==> src/rtl/updown_counter_gen2.sv <==
// updown_counter_gen2
//   Loadable up/down event/timebase counter with a runtime terminal value
//   (limit), variable step size, a registered wrap pulse and sticky
//   overflow/underflow flags with software clear.
//
// Optional build macro: UPDOWN_COUNTER_SATURATE_EN
//   When defined, adds the sat_mode input. With sat_mode=1 an out-of-range
//   step clamps to limit (up) or 0 (down) instead of wrapping. The wrap pulse
//   and the matching sticky flag are still raised. Without the macro the
//   counter always wraps.
//
// Ports
//   clk         clock, all state changes on the rising edge
//   rst         synchronous active-high reset
//   load_n      active-low load strobe (load wins over counting)
//   data_load   load value, clamped to limit
//   ce          count enable
//   up_down     1 = up, 0 = down
//   step        increment/decrement amount (0 = hold)
//   limit       terminal value, legal count range is 0..limit
//   clr_sticky  clears ovf_sticky/udf_sticky (a same-cycle set wins)
//   sat_mode    (macro only) 1 = saturate instead of wrap
//   count_out   registered count
//   zero        count_out == 0 (combinational)
//   max_count   count_out == limit (combinational)
//   wrap_pulse  one-cycle registered pulse on any wrap/saturate event
//   ovf_sticky  set by an up-wrap
//   udf_sticky  set by a down-wrap

module updown_counter_gen2 #(
  parameter int WIDTH     = 8,
  parameter int STEP_W    = 4,
  parameter int RESET_VAL = 0
) (
  input  logic              clk,
  input  logic              rst,
  input  logic              load_n,
  input  logic [WIDTH-1:0]  data_load,
  input  logic              ce,
  input  logic              up_down,
  input  logic [STEP_W-1:0] step,
  input  logic [WIDTH-1:0]  limit,
  input  logic              clr_sticky,
`ifdef UPDOWN_COUNTER_SATURATE_EN
  input  logic              sat_mode,
`endif
  output logic [WIDTH-1:0]  count_out,
  output logic              zero,
  output logic              max_count,
  output logic              wrap_pulse,
  output logic              ovf_sticky,
  output logic              udf_sticky
);

  logic              sat;
  logic [WIDTH-1:0]  step_ext;
  logic [WIDTH:0]    sum;
  logic              up_wrap;
  logic              dn_wrap;
  logic [WIDTH-1:0]  count_nxt;
  logic              wrap_nxt;
  logic              ovf_set;
  logic              udf_set;

`ifdef UPDOWN_COUNTER_SATURATE_EN
  assign sat = sat_mode;
`else
  assign sat = 1'b0;
`endif

  assign step_ext = WIDTH'(step);
  // One extra bit so a carry out of the top is seen as "beyond limit".
  assign sum      = {1'b0, count_out} + {1'b0, step_ext};
  // An up step from an out-of-range count always exceeds limit since
  // step is nonzero, so no separate range check is needed here.
  assign up_wrap  = sum > {1'b0, limit};
  // Down must treat count_out > limit (limit lowered at runtime) as a wrap
  // even when the subtraction itself would not borrow.
  assign dn_wrap  = (count_out > limit) || (step_ext > count_out);

  always_comb begin
    count_nxt = count_out;
    wrap_nxt  = 1'b0;
    ovf_set   = 1'b0;
    udf_set   = 1'b0;
    if (!load_n) begin
      count_nxt = (data_load > limit) ? limit : data_load;
    end else if (ce && (step != '0)) begin
      if (up_down) begin
        if (up_wrap) begin
          count_nxt = sat ? limit : '0;
          wrap_nxt  = 1'b1;
          ovf_set   = 1'b1;
        end else begin
          count_nxt = sum[WIDTH-1:0];
        end
      end else begin
        if (dn_wrap) begin
          count_nxt = sat ? '0 : limit;
          wrap_nxt  = 1'b1;
          udf_set   = 1'b1;
        end else begin
          count_nxt = count_out - step_ext;
        end
      end
    end
  end

  always_ff @(posedge clk) begin
    if (rst) begin
      count_out  <= WIDTH'(RESET_VAL);
      wrap_pulse <= 1'b0;
      ovf_sticky <= 1'b0;
      udf_sticky <= 1'b0;
    end else begin
      count_out  <= count_nxt;
      wrap_pulse <= wrap_nxt;
      ovf_sticky <= ovf_set | (ovf_sticky & ~clr_sticky);
      udf_sticky <= udf_set | (udf_sticky & ~clr_sticky);
    end
  end

  assign zero      = (count_out == '0);
  assign max_count = (count_out == limit);

endmodule

==> config.mk <==
export PLATFORM = sky130hd
export DESIGN_NAME = updown_counter_gen2
export DESIGN_NICKNAME = d
export VERILOG_FILES = /design/src/rtl/updown_counter_gen2.sv
export SDC_FILE = /design/constraint.sdc
export NUM_CORES = 1
export LEC_CHECK = 0
export ABC_AREA = 1
export CAP_MARGIN = 15
export CORE_MARGIN = 4
export CORE_UTILIZATION = 58
export CTS_CLUSTER_SIZE = 10
export DETAILED_ROUTE_END_ITERATION = 10
export PLACE_DENSITY = 0.88
export SYNTH_ARGS = -nofsm -noshare
export SYNTH_HDL_FRONTEND = slang
export SYNTH_SLANG_ARGS = --single-unit
==> constraint.sdc <==
create_clock -name clk -period 7.1 [get_ports clk]
set_clock_uncertainty 0.05 [all_clocks]
set_input_delay 1.42 -clock clk [delete_from_list [all_inputs] [get_ports clk]]
set_output_delay 1.42 -clock clk [all_outputs]
set_load 0.02 [all_outputs]
==> results of run 1 <==
-- cell families after synthesis --
group | share of synthesized area [%]
AO/OA/AOI/OAI | 6.16
XOR/XNOR | 2.11
buffers and inverters | 12.6
AND/OR/NAND/NOR | 47.2
flip-flops | 10.6
adder cells (fa/ha/maj) | 21.3
-- stage by stage --
step	setup slack, ns	util (%)	instance area, um2
2_1_floorplan	3.40	-	2070
3_3_place_gp	2.29	72.5	2460
3_5_place_dp	2.26	72.5	2460
4_1_cts	2.27	73.3	2480
5_1_grt	2.10	73.3	2480
6_report	2.27	73.3	2480
-- layer usage --
| layer | wire [um] | track usage [%] |
|---|---|---|
| met1 | 2470 | 31.8 |
| met2 | 2660 | 45.4 |
| met3 | 400 | 2.16 |
| met4 | 93 | 8.93 |
| met5 | 0 | 0 |
-- synth_stat cells (2+ instances only) --
cell type / instances / area, um2
sky130_fd_sc_hd__a21o_1: 2 / 15.0
sky130_fd_sc_hd__xnor2_1: 2 / 17.5
sky130_fd_sc_hd__fa_1: 2 / 40.0
sky130_fd_sc_hd__nand2_2: 5 / 31.3
sky130_fd_sc_hd__inv_1: 52 / 195
sky130_fd_sc_hd__ha_1: 32 / 400
sky130_fd_sc_hd__nand2_1: 115 / 432
sky130_fd_sc_hd__xor2_1: 3 / 26.3
sky130_fd_sc_hd__nand4_1: 12 / 75.1
sky130_fd_sc_hd__dfxtp_1: 11 / 220
sky130_fd_sc_hd__inv_2: 3 / 11.3
sky130_fd_sc_hd__a21oi_2: 2 / 17.5
sky130_fd_sc_hd__nand3_1: 48 / 240
sky130_fd_sc_hd__nand3b_1: 3 / 22.5
sky130_fd_sc_hd__a21oi_1: 11 / 55.1
sky130_fd_sc_hd__nor2_1: 22 / 82.6
sky130_fd_sc_hd__clkbuf_4: 2 / 15.0
sky130_fd_sc_hd__buf_6: 2 / 22.5
sky130_fd_sc_hd__nor3_1: 3 / 15.0
-- flip-flops by register name, summed over array words and instances, names as in the netlist --
signal / count
udf_sticky: 1
wrap_pulse: 1
ovf_sticky: 1
count_out: 8
-- layout make-up --
cell class	instances	area [um2]
Clock buffer	4	26.3
Fill cell	297	905
Inverter	56	210
Multi-Input combinational cell	274	1590
Sequential cell	11	220
Tap cell	46	57.6
Timing Repair Buffer	38	380
-- power by group --
part	switching, uW	internal (uW)
Sequential	14.8	67.9
Clock	26.2	21.8
Combinational	142	97.3
-- worst paths after layout --
kind                                    from  slack (ns)            to
worst max-delay path                limit[7]        2.27     max_count
worst min-delay path              udf_sticky        0.43    udf_sticky
worst max register to register  count_out[0]        4.17  count_out[2]
worst min register to register    udf_sticky        0.43    udf_sticky
-- worst register-to-register path: cells and delay by family (launching register included) --
| family | cells | cell delay, ns |
|---|---|---|
| xor gates and xnor gates | 1 | 0.19 |
| buffers and inverters | 2 | 0.14 |
| DFF | 1 | 0.38 |
| and+or+nand+nor | 13 | 1.09 |
| adders and majority gates | 3 | 0.95 |
==> results.txt, run 1 <==
data required time at the worst endpoint: 5.63 ns
Top Ports: 39
asr flop ratio synth: 0%
area delta synth->final: 19.9%
drt total wl: 5630 um
top achievable clock speed: 0.207 GHz
clock latency reported for the late side of the worst-skew pair: 0.28 ns
initial antenna violation count: 0
Post-CTS Setup Inserts: 0
power density of the placed cells: 149 mW/mm2
Routed wire per std cell: 13.1 um
RSZ-0062 raised after global routing: no
Die X-Extent: 67.8 um
top library cells by usage in the layout, fill and taps aside: sky130_fd_sc_hd__nand2_1, sky130_fd_sc_hd__inv_1, sky130_fd_sc_hd__nand3_1, sky130_fd_sc_hd__clkdlybuf4s50_1, sky130_fd_sc_hd__ha_1
sinks on the clock net: 11
transition time of the tightest slew-check pin: 0.675 ns
post-layout total power: 371 uW
kind of capture point of the worst setup path: output pin
final count of negative-setup-slack endpoints: 0
total vias in the final route: 2318
hold-fix buffers at CTS: 0
TritonCTS buffer count: 3
warnings from Yosys: 0
Final Cycle Share: 68.0%
first-pass detailed-route iteration total: 5
fraction of final layout cells with drive strength greater than 1: 5.22%
number of placed instances with taps included: 425
delay of the slowest critical-path stage: 0.59 ns
family with the most delay on the worst path: buffers and inverters
unique cell type count in the Yosys netlist: 33
aggregate global routing overflow: 0
number of flip-flops and latches in the synthesized netlist: 11
average vias per placed instance: 5.40
startpoint types: input pin
ANT cells: 0
number of enable flip-flop cells after synthesis: 0
area of the mapped netlist: 0.00207 mm2
core outline area: 0.00339 mm2
RD Place Congestion: 0.896
TritonCTS clock tree: done
DRT iter0 DRCs: 160
chip height: 67.8 um
count of instances resized after the clock tree is built: 0
final hold violations: 0
starting density of the core: 61.1%
maximum level of the CTS H-tree: 1
worst hold stages: 2
max-capacitance violation count: 0
most common cell after layout, fill and taps aside: sky130_fd_sc_hd__nand2_1
Most used DFF post-synth: sky130_fd_sc_hd__dfxtp_1
clock period minus final worst setup slack: 4.83 ns
setup TNS after final layout: 0 ns
Leak Pwr: 0.00139 uW
buffering stage count on the worst path with inverters included: 4
cell count after synthesis: 346
critical path cell sequence: clkdlybuf4s50_1, inv_1, ha_1, nand2_1, nor2_1, nand4_1, inv_1, clkdlybuf4s50_1
cell row count: 21
clock transition at the register clock pins on the worst setup and hold paths after CTS: 0.08 ns
WS Path Type: input pin to output pin
Clock Root Buffer: sky130_fd_sc_hd__clkbuf_4
number of buffers between clock root and the deepest sink: 2
endpoint arrival time on the critical path: 3.36 ns
post-synthesis average cell area: 5.99 um2
Final Max Tran Viols: 0
outcome: complete, no violations
classification of the worst-slack hold path: flip-flop to flip-flop
Die Area: 0.00459 mm2
DRC violations left: 0
DP Wirelength: 4580 um
Slowest cell on crit path: sky130_fd_sc_hd__clkdlybuf4s50_1
maximum number of pins on one net before global-route repair: 24
sequential area share after synthesis: 10.6%
Global Route Usage Sum: 25.5%
number of I/O port buffers: 38
largest driver fanout on the critical path: 4
final antenna-violating net count: 0
Register-to-Register Path Depth: 19
post-layout net count: 444
via count of the first global-routing pass: 2095
VDD IR max: 0.0000812 V
synthesized netlist net count: 406
first-pass GRT wire length: 8980 um
logic depth of the worst setup path including buffers: 8
Hold WS: 0.431 ns
worst max-slew margin expressed relative to the limit: 54.9%
final instance count without filler cells: 429
No activity file was read; power rests on OpenSTA's default activity.
==> run 2, diff against run 1 <==
--- a/config.mk
+++ b/config.mk
@@ -8,10 +8,10 @@
 export ABC_AREA = 1
 export CAP_MARGIN = 15
 export CORE_MARGIN = 4
-export CORE_UTILIZATION = 58
+export CORE_UTILIZATION = 54
 export CTS_CLUSTER_SIZE = 10
 export DETAILED_ROUTE_END_ITERATION = 10
-export PLACE_DENSITY = 0.88
+export PLACE_DENSITY = 0.82
 export SYNTH_ARGS = -nofsm -noshare
 export SYNTH_HDL_FRONTEND = slang
 export SYNTH_SLANG_ARGS = --single-unit
==> constraint.sdc (replaced) <==
create_clock -name clk -period 4.5 [get_ports clk]
set_clock_uncertainty 0.05 [all_clocks]
set_input_delay 0.9 -clock clk [delete_from_list [all_inputs] [get_ports clk]]
set_output_delay 0.9 -clock clk [all_outputs]
set_load 0.02 [all_outputs]
==> run 2 against run 1 <==
Compared with the run above: clock power rose by 120%; combinational power rose by 57%; critical path type unchanged; final cell count rose by 0.47%; highest routed layer unchanged; total power rose by 65%.
==> results.txt, run 2 (same netlist as run 1, synthesis figures left out) <==
kind of capture point of the worst setup path: output pin
Largest register FFs: 8
maximum number of pins on one net before global-route repair: 24
DRC violations left: 0
met3 wire length: 337 um
Routed wire per std cell: 13.0 um
number of placed instances with taps included: 427
clock transition at the register clock pins on the worst setup and hold paths after CTS: 0.05 ns
dpl cell area: 0.00246 mm2
classification of the worst-slack hold path: flip-flop to flip-flop
most common cell after layout, fill and taps aside: sky130_fd_sc_hd__nand2_1
Die X-Extent: 69.9 um
DRT iter0 DRCs: 146
final count of negative-setup-slack endpoints: 0
first-pass detailed-route iteration total: 4
Clock Root Buffer: sky130_fd_sc_hd__clkbuf_8
clock latency reported for the late side of the worst-skew pair: 0.25 ns
ANT cells: 0
cell row count: 22
wire length on met1: 2720 um
setup TNS after final layout: 0 ns
Die Area: 0.00489 mm2
Filler Cells Inserted: 357
post-layout total power: 613 uW
fraction of final layout cells with drive strength greater than 1: 5.22%
VDD IR max: 0.000213 V
Final Cycle Share: 85.0%
DP Wirelength: 4570 um
top library cells by usage in the layout, fill and taps aside: sky130_fd_sc_hd__nand2_1, sky130_fd_sc_hd__inv_1, sky130_fd_sc_hd__nand3_1, sky130_fd_sc_hd__clkdlybuf4s50_1, sky130_fd_sc_hd__ha_1
Post-CTS Setup Inserts: 0
area used by sequential logic in the layout: 220 um2
endpoint arrival time on the critical path: 2.87 ns
Final Instance Area: 0.00251 mm2
hold-fix buffers at CTS: 0
RD Place Congestion: 0.888
sum of met2 wire segment lengths after detailed routing: 2460 um
register with the most flip-flops: count_out
worst max-slew margin expressed relative to the limit: 54.8%
Global Route Usage Sum: 22.5%
top achievable clock speed: 0.262 GHz
starting density of the core: 56.2%
initial antenna violation count: 0
core outline area: 0.00369 mm2
total vias in the final route: 2303
power density of the placed cells: 245 mW/mm2
maximum level of the CTS H-tree: 1
startpoint types: input pin
via count of the first global-routing pass: 2045
outcome: complete, no violations
drt total wl: 5590 um
data required time at the worst endpoint: 3.55 ns
RSZ-0062 raised after global routing: no
first-pass GRT wire length: 9260 um
transition time of the tightest slew-check pin: 0.676 ns
count of instances resized after the clock tree is built: 0
average vias per placed instance: 5.34
final antenna-violating net count: 0
chip height: 69.9 um
number of buffers between clock root and the deepest sink: 2
final instance count without filler cells: 431
Top Ports: 39
clock period minus final worst setup slack: 3.82 ns
area of the multi-input gates: 0.00159 mm2
final hold violations: 0
post-layout net count: 444
sinks on the clock net: 11
area delta synth->final: 21.0%
uppermost layer routed: met4
aggregate global routing overflow: 0
TritonCTS clock tree: done
Leak Pwr: 0.00140 uW
Final Max Tran Viols: 0
number of I/O port buffers: 38
max-capacitance violation count: 0
WS Path Type: input pin to output pin
TritonCTS buffer count: 3
largest driver fanout on the critical path: 4
## run 2: power by group
group | switching, uW | leakage, uW | internal [uW]
registers | 24.0 | 0.0000906 | 107
logic | 223 | 0.00128 | 153
clock network | 42.4 | 0.0000228 | 62.6
## run 2: metrics by stage
step,worst slack [ns],util [%],hold slack [ns]
after global placement,0.721,66.7,0.402
after floorplan,1.41,-,0.484
after CTS,0.699,67.9,0.428
after detailed placement,0.676,66.7,0.421
after global routing,0.519,67.9,0.447
final,0.677,67.9,0.423
## run 2: cell type report
type                       count  share of cell area [%]
inverter                      56                    8.39
multi-input combinational    274                    63.5
timing repair buffer          38                    15.2
sequential                    11                    8.79
clock buffer                   4                    1.80
tap                           48                    2.40
## run 2: metal layers
metal / global-route usage [%] / vias to the layer above
li1: - / 1199
met3: 4.32 / 8
met1: 32.0 / 1024
met2: 35.9 / 72
met4: 3.19 / 0
met5: 0 / -
## run 2: critical path, cell delays in order
cell and delay, ns:
sky130_fd_sc_hd__clkdlybuf4s50_1 0.49, sky130_fd_sc_hd__inv_1 0.10, sky130_fd_sc_hd__ha_1 0.31, sky130_fd_sc_hd__nand2_1 0.07, sky130_fd_sc_hd__nor2_1 0.16, sky130_fd_sc_hd__nand4_1 0.14, sky130_fd_sc_hd__inv_1 0.09, sky130_fd_sc_hd__clkdlybuf4s50_1 0.61
## run 2: worst paths after layout
check	start	slack, ns	end	depth (start not counted)
setup / recovery	limit[7]	0.68	max_count	8
hold / removal	ovf_sticky	0.42	ovf_sticky	2
setup reg to reg	count_out[0]	1.68	ovf_sticky	18
hold reg to reg	ovf_sticky	0.42	ovf_sticky	2
